[src/rtl/dcache_access_controller.sv]
// dcache_access_controller
// Sequences one data-cache access at a time out of the EX/MEM register:
// captures the request, holds the d-cache port until the cache answers,
// stalls the pipeline meanwhile, pulses unlock and returns load data.
// Every output is decoded from registered state, so none of them depends
// combinationally on an input.
module dcache_access_controller #(
   parameter int WORD_WIDTH           = 32,
   parameter int REGISTER_INDEX_WIDTH = 5,
   parameter int TIMEOUT_CYCLES       = 64,
   parameter int TIMEOUT_WIDTH        = 7
) (
   input  logic                            clk,
   input  logic                            rst_n,
   input  logic                            req_valid_in,
   input  logic                            req_op_in,
   input  logic                            req_byte_in,
   input  logic [WORD_WIDTH-1:0]           req_addr_in,
   input  logic [WORD_WIDTH-1:0]           req_wdata_in,
   input  logic [REGISTER_INDEX_WIDTH-1:0] req_dest_in,
   input  logic                            flush_in,
   input  logic                            cache_ready_in,
   input  logic [WORD_WIDTH-1:0]           cache_rdata_in,
   output logic                            cache_req_out,
   output logic                            cache_op_out,
   output logic                            cache_byte_out,
   output logic [WORD_WIDTH-1:0]           cache_addr_out,
   output logic [WORD_WIDTH-1:0]           cache_wdata_out,
   output logic                            stall_out,
   output logic                            unlock_out,
   output logic                            wb_valid_out,
   output logic [REGISTER_INDEX_WIDTH-1:0] wb_dest_out,
   output logic [WORD_WIDTH-1:0]           wb_data_out,
   output logic                            timeout_out,
   output logic                            busy_out
);

   localparam logic [1:0] IDLE = 2'd0;
   localparam logic [1:0] WAIT = 2'd1;
   localparam logic [1:0] DONE = 2'd2;

   localparam logic [TIMEOUT_WIDTH-1:0] CNT_LAST = TIMEOUT_WIDTH'(TIMEOUT_CYCLES - 1);

   logic [1:0]                      state;
   logic                            op_q;
   logic                            byte_q;
   logic [WORD_WIDTH-1:0]           addr_q;
   logic [WORD_WIDTH-1:0]           wdata_q;
   logic [REGISTER_INDEX_WIDTH-1:0] dest_q;
   logic [TIMEOUT_WIDTH-1:0]        cnt;
   logic                            aborted;
   logic                            suppress;
   logic                            timeout_q;
   logic [REGISTER_INDEX_WIDTH-1:0] wb_dest_q;
   logic [WORD_WIDTH-1:0]           wb_data_q;
   logic [7:0]                      rbyte;
   logic                            accept;
   logic                            expire;
   logic                            wb_take;

   assign accept  = (state == IDLE) && req_valid_in && !flush_in;
   // ready on the last counted cycle beats the timeout
   assign expire  = (state == WAIT) && !cache_ready_in && (cnt == CNT_LAST);
   // a flush on the completing edge still blocks this load's writeback
   assign wb_take = (state == WAIT) && cache_ready_in && !op_q && !suppress && !flush_in;

   // byte lane of the returning word selected by the captured address
   always_comb begin
      rbyte = cache_rdata_in[7:0];
      case (addr_q[1:0])
         2'd1:    rbyte = cache_rdata_in[15:8];
         2'd2:    rbyte = cache_rdata_in[23:16];
         2'd3:    rbyte = cache_rdata_in[31:24];
         default: rbyte = cache_rdata_in[7:0];
      endcase
   end

   // state sequencing: IDLE -> WAIT -> DONE (one cycle) -> IDLE
   always_ff @(posedge clk or negedge rst_n) begin
      if (!rst_n) begin
         state <= IDLE;
      end else begin
         case (state)
            IDLE:    if (accept) state <= WAIT;
            WAIT:    if (cache_ready_in || expire) state <= DONE;
            DONE:    state <= IDLE;
            default: state <= IDLE;
         endcase
      end
   end

   // request capture; values stay on the cache port until the next accept
   always_ff @(posedge clk or negedge rst_n) begin
      if (!rst_n) begin
         op_q    <= 1'b0;
         byte_q  <= 1'b0;
         addr_q  <= '0;
         wdata_q <= '0;
         dest_q  <= '0;
      end else if (accept) begin
         op_q    <= req_op_in;
         byte_q  <= req_byte_in;
         addr_q  <= req_addr_in;
         wdata_q <= req_wdata_in;
         dest_q  <= req_dest_in;
      end
   end

   // wait counter, abort/suppress marks and the sticky timeout flag
   always_ff @(posedge clk or negedge rst_n) begin
      if (!rst_n) begin
         cnt       <= '0;
         aborted   <= 1'b0;
         suppress  <= 1'b0;
         timeout_q <= 1'b0;
      end else if (accept) begin
         cnt      <= '0;
         aborted  <= 1'b0;
         suppress <= 1'b0;
      end else if (state == WAIT) begin
         cnt <= cnt + 1'b1;
         if (flush_in) suppress <= 1'b1;
         if (expire) begin
            aborted   <= 1'b1;
            timeout_q <= 1'b1;
         end
      end
   end

   // writeback registers only move when a load is actually written back
   always_ff @(posedge clk or negedge rst_n) begin
      if (!rst_n) begin
         wb_dest_q <= '0;
         wb_data_q <= '0;
      end else if (wb_take) begin
         wb_dest_q <= dest_q;
         wb_data_q <= byte_q ? {{(WORD_WIDTH-8){1'b0}}, rbyte} : cache_rdata_in;
      end
   end

   assign cache_req_out   = (state == WAIT);
   assign cache_op_out    = op_q;
   assign cache_byte_out  = byte_q;
   assign cache_addr_out  = addr_q;
   assign cache_wdata_out = wdata_q;
   assign stall_out       = (state == WAIT) || (state == DONE);
   assign busy_out        = (state != IDLE);
   assign unlock_out      = (state == DONE);
   assign wb_valid_out    = (state == DONE) && !op_q && !aborted && !suppress;
   assign wb_dest_out     = wb_dest_q;
   assign wb_data_out     = wb_data_q;
   assign timeout_out     = timeout_q;

endmodule

[config.mk]
export PLATFORM = sky130hd
export DESIGN_NAME = dcache_access_controller
export DESIGN_NICKNAME = d
export VERILOG_FILES = /design/src/rtl/dcache_access_controller.sv
export SDC_FILE = /design/constraint.sdc
export NUM_CORES = 1
export LEC_CHECK = 0
export CORE_MARGIN = 3
export CORE_UTILIZATION = 42
export DETAILED_ROUTE_END_ITERATION = 10
export PLACE_DENSITY = 0.8
export SYNTH_ARGS = -nofsm -noshare
export SYNTH_HDL_FRONTEND = slang
export SYNTH_SLANG_ARGS = --single-unit
export TNS_END_PERCENT = 20
[constraint.sdc]
create_clock -name clk -period 2 [get_ports clk]
set_input_delay 0.2 -clock clk [delete_from_list [all_inputs] [get_ports clk]]
set_output_delay 0.2 -clock clk [all_outputs]
set_load 0.01 [all_outputs]
==> out/qor.csv <==
stage,metric,value,unit
run_status,status,"finished, final reports clean",
cells_and_area,seqCellArea,3000,sq um
die,boundaryPins,217,
sta,hold_viol_final,0,
yosys,syn_inst,533,
global_routing,grt_usage,22.8,%
global_routing,grt_max_degree,63,
sta,max_freq,0.525,GHz
yosys,synth_edf_count,0,
yosys,netlist_area,4940,sq um
clock_tree,clock_path_buffers,2,
setup_path,crit_buf_inv,2,
clock_tree,path_clk_slew,60,ps
sta,period_needed,1910,ps
yosys,synth-async-reset-ratio,100,%
cells_and_area,fillers,817,
die,die_y,115,um
sta,setup_viol,0,
yosys,synth.avg_cell_area,9.28,sq um
clock_tree,cts_tree,yes,
placed_design,place_area,7280,sq um
yosys,yosysSeqAreaShare,60.7,%
setup_path,cp_top_family,buffers and inverters,
setup_path,worst_path_largest_cell_delay,540,ps
clock_tree,cts_buffers,17,
sta,slew_headroom,63.4,%
pwr,power_leakage,3.80,nW
clock_tree,clock_latency,410,ps
routing,drc,0,
yosys,syn-num-nets,647,
cells_and_area,drive_gt1_share,7.32,%
setup_path,crit_slowest_cell,clkdlybuf4s50_1,
sta,fin_skew,13.4,ps
cells_and_area,n_antenna_cell,0,
setup_path,crit_chain,inv_1 -> ha_1 -> clkdlybuf4s50_1,
pwr,cellPowerDensity,1570,nW/um^2
yosys,yosys_most_used_dff,dfrtp_1,
pwr,ir_worst_vdd,0.793,mV
die,dieArea,13100,sq um
yosys,ys_seq_elements,120,
global_routing,grt_pass1_vias,4577,
cells_and_area,multi_input_area,1800,sq um
cells_and_area,syn2layout_area_growth,61.2,%
die,core,11200,sq um
routing,routedWlPerCell,16.3,um
placed_design,dp_hpwl,10600,um
die,initial_core_util,44.3,%
routing,wl,14800,um
sta,rsz0062_at_grt,true,
placed_design,gp_congestion,0.910,
routing,antenna_left,0,
sta,finalCritPeriodShare,95.3,%
cells_and_area,mostFrequentLayoutCells,"nand2_1 (271), clkdlybuf4s50_1 (212), dfrtp_1 (120)",
pwr,p_total,12.5,mW
cells_and_area,final_cell_area,7970,sq um
routing,drtIter0Drc,328,
routing,vias,4519,
yosys,ys_types,32,
clock_tree,cts-root-buf,clkbuf_16,
global_routing,overflow,0,
die,die_width,115,um
sta,tightestPinTransition,548,ps
cells_and_area,nets,866,
routing,firstDrtPassIters,5,
setup_path,worstSetupPathType,reg -> out,
flow_run,max_cap_violations,0,
global_routing,antenna_found_initial,0,
routing,avgViaCountPerCell,4.99,
clock_tree,cts.htree.levels,4,
setup_path,crit_arrival,1710,ps
placed_design,port_buffers,216,
sta,slew_viol_final,0,
die,rows,38,
global_routing,grt_pass1_wl,23300,um
cells_and_area,layout_commonest_cell,nand2_1,
clock_tree,clock_sinks,120,
setup_path,start_kind,register,
setup_path,end_kind,output pin,
setup_path,cp.required,1800,ps
setup_path,critical_path_peak_fanout,4,
hold_path,min-delay-path-class,in -> reg,
sta,hold_slack,314,ps
yosys,ys_warn_count,0,
-- path summary, 6_finish.rpt --
path                                   start  slack [ps]  depth (start not counted)                 end
setup / recovery                    state[0]          90                          3           stall_out
max in group asynchronous              rst_n        1340                          3  cache_addr_out[23]
hold reg to reg            cache_addr_out[5]         470                          2   cache_addr_out[5]
min in group asynchronous              rst_n         360                          3      wb_data_out[0]
hold / removal               req_addr_in[18]         310                          3  cache_addr_out[18]
setup reg to reg                    state[1]          90                          6     wb_data_out[15]
-- logic make-up after synthesis --
family	after synthesis	share of synthesized area, %
simple gates	295	23.2
flops	120	60.7
compound gates	57	6.93
buf+inv	35	3.14
mux	16	3.80
fa+ha+maj	6	1.52
xor+xnor	4	0.709
-- per-stage QoR --
step	std cells	setup WS (ps)	TNS [ps]	utilization, %
2_1_floorplan	533	21.2	0	-
3_3_place_gp	870	157	0	65.2
3_5_place_dp	870	88.2	0	65.2
4_1_cts	903	29.2	0	71.1
5_1_grt	905	-37.5	-37.5	71.3
6_report	905	95.0	0	71.3
-- metal layers --
layer  track usage (%)  up-vias  share of wire (%)
li1                  -     2136                  -
met1              27.7     2141                 39
met2              37.2      210                 49
met3              6.71       32                9.1
met4              11.0        0                3.0
met5                 0        -                  0
-- cells in the mapped netlist (3+ instances only) --
cell	n	area share (%)
o21ai_1	10	1.0
clkbuf_1	26	2.0
o2bb2ai_1	12	2.1
inv_1	3	0.23
nand2_1	272	21
nor2_1	10	0.76
mux2_4	5	1.5
dfrtp_1	120	61
ha_1	6	1.5
xor2_1	3	0.53
o21ai_0	27	2.7
mux2i_1	9	1.8
a21oi_1	3	0.30
-- worst register-to-register path, stage by stage (launching register included) --
cell and delay (ps):
dfrtp_1 400, inv_1 120, ha_1 180, nand2_1 50, or4_4 560, buf_4 240
o21ai_0 240
-- where the power goes --
part           switching (mW)  leakage (nW)  internal (mW)
registers               0.737          1.52           3.50
clock network            1.04         0.324           2.34
logic                    2.21          1.95           2.66
total                    3.99          3.80           8.51
-- state kept, by name (all words and copies together) (netlist names) --
register         count
dest_q               5
suppress             1
wb_dest_out          5
cnt                  7
aborted              1
wb_data_out         32
timeout_out          1
cache_addr_out      32
cache_byte_out       1
cache_op_out         1
cache_wdata_out     32
state                2
-- area by class of cell --
type,instances,area share [%]
well taps,140,2.20
repair buffers,231,29.2
flip-flops and latches,120,37.7
inverters,4,0.188
clock inverters,8,2.07
clock buffers,24,6.17
multi-input cells,378,22.5
-- repair_timing --
action,in CTS,in global routing
hold endpoints to repair,120,0
endpoints found under the setup margin,2,4
hold buffers,1,0
resized for setup,2,2
pin swaps,0,0
buffers inserted,0,2
Power figures use the tool's default switching activity.
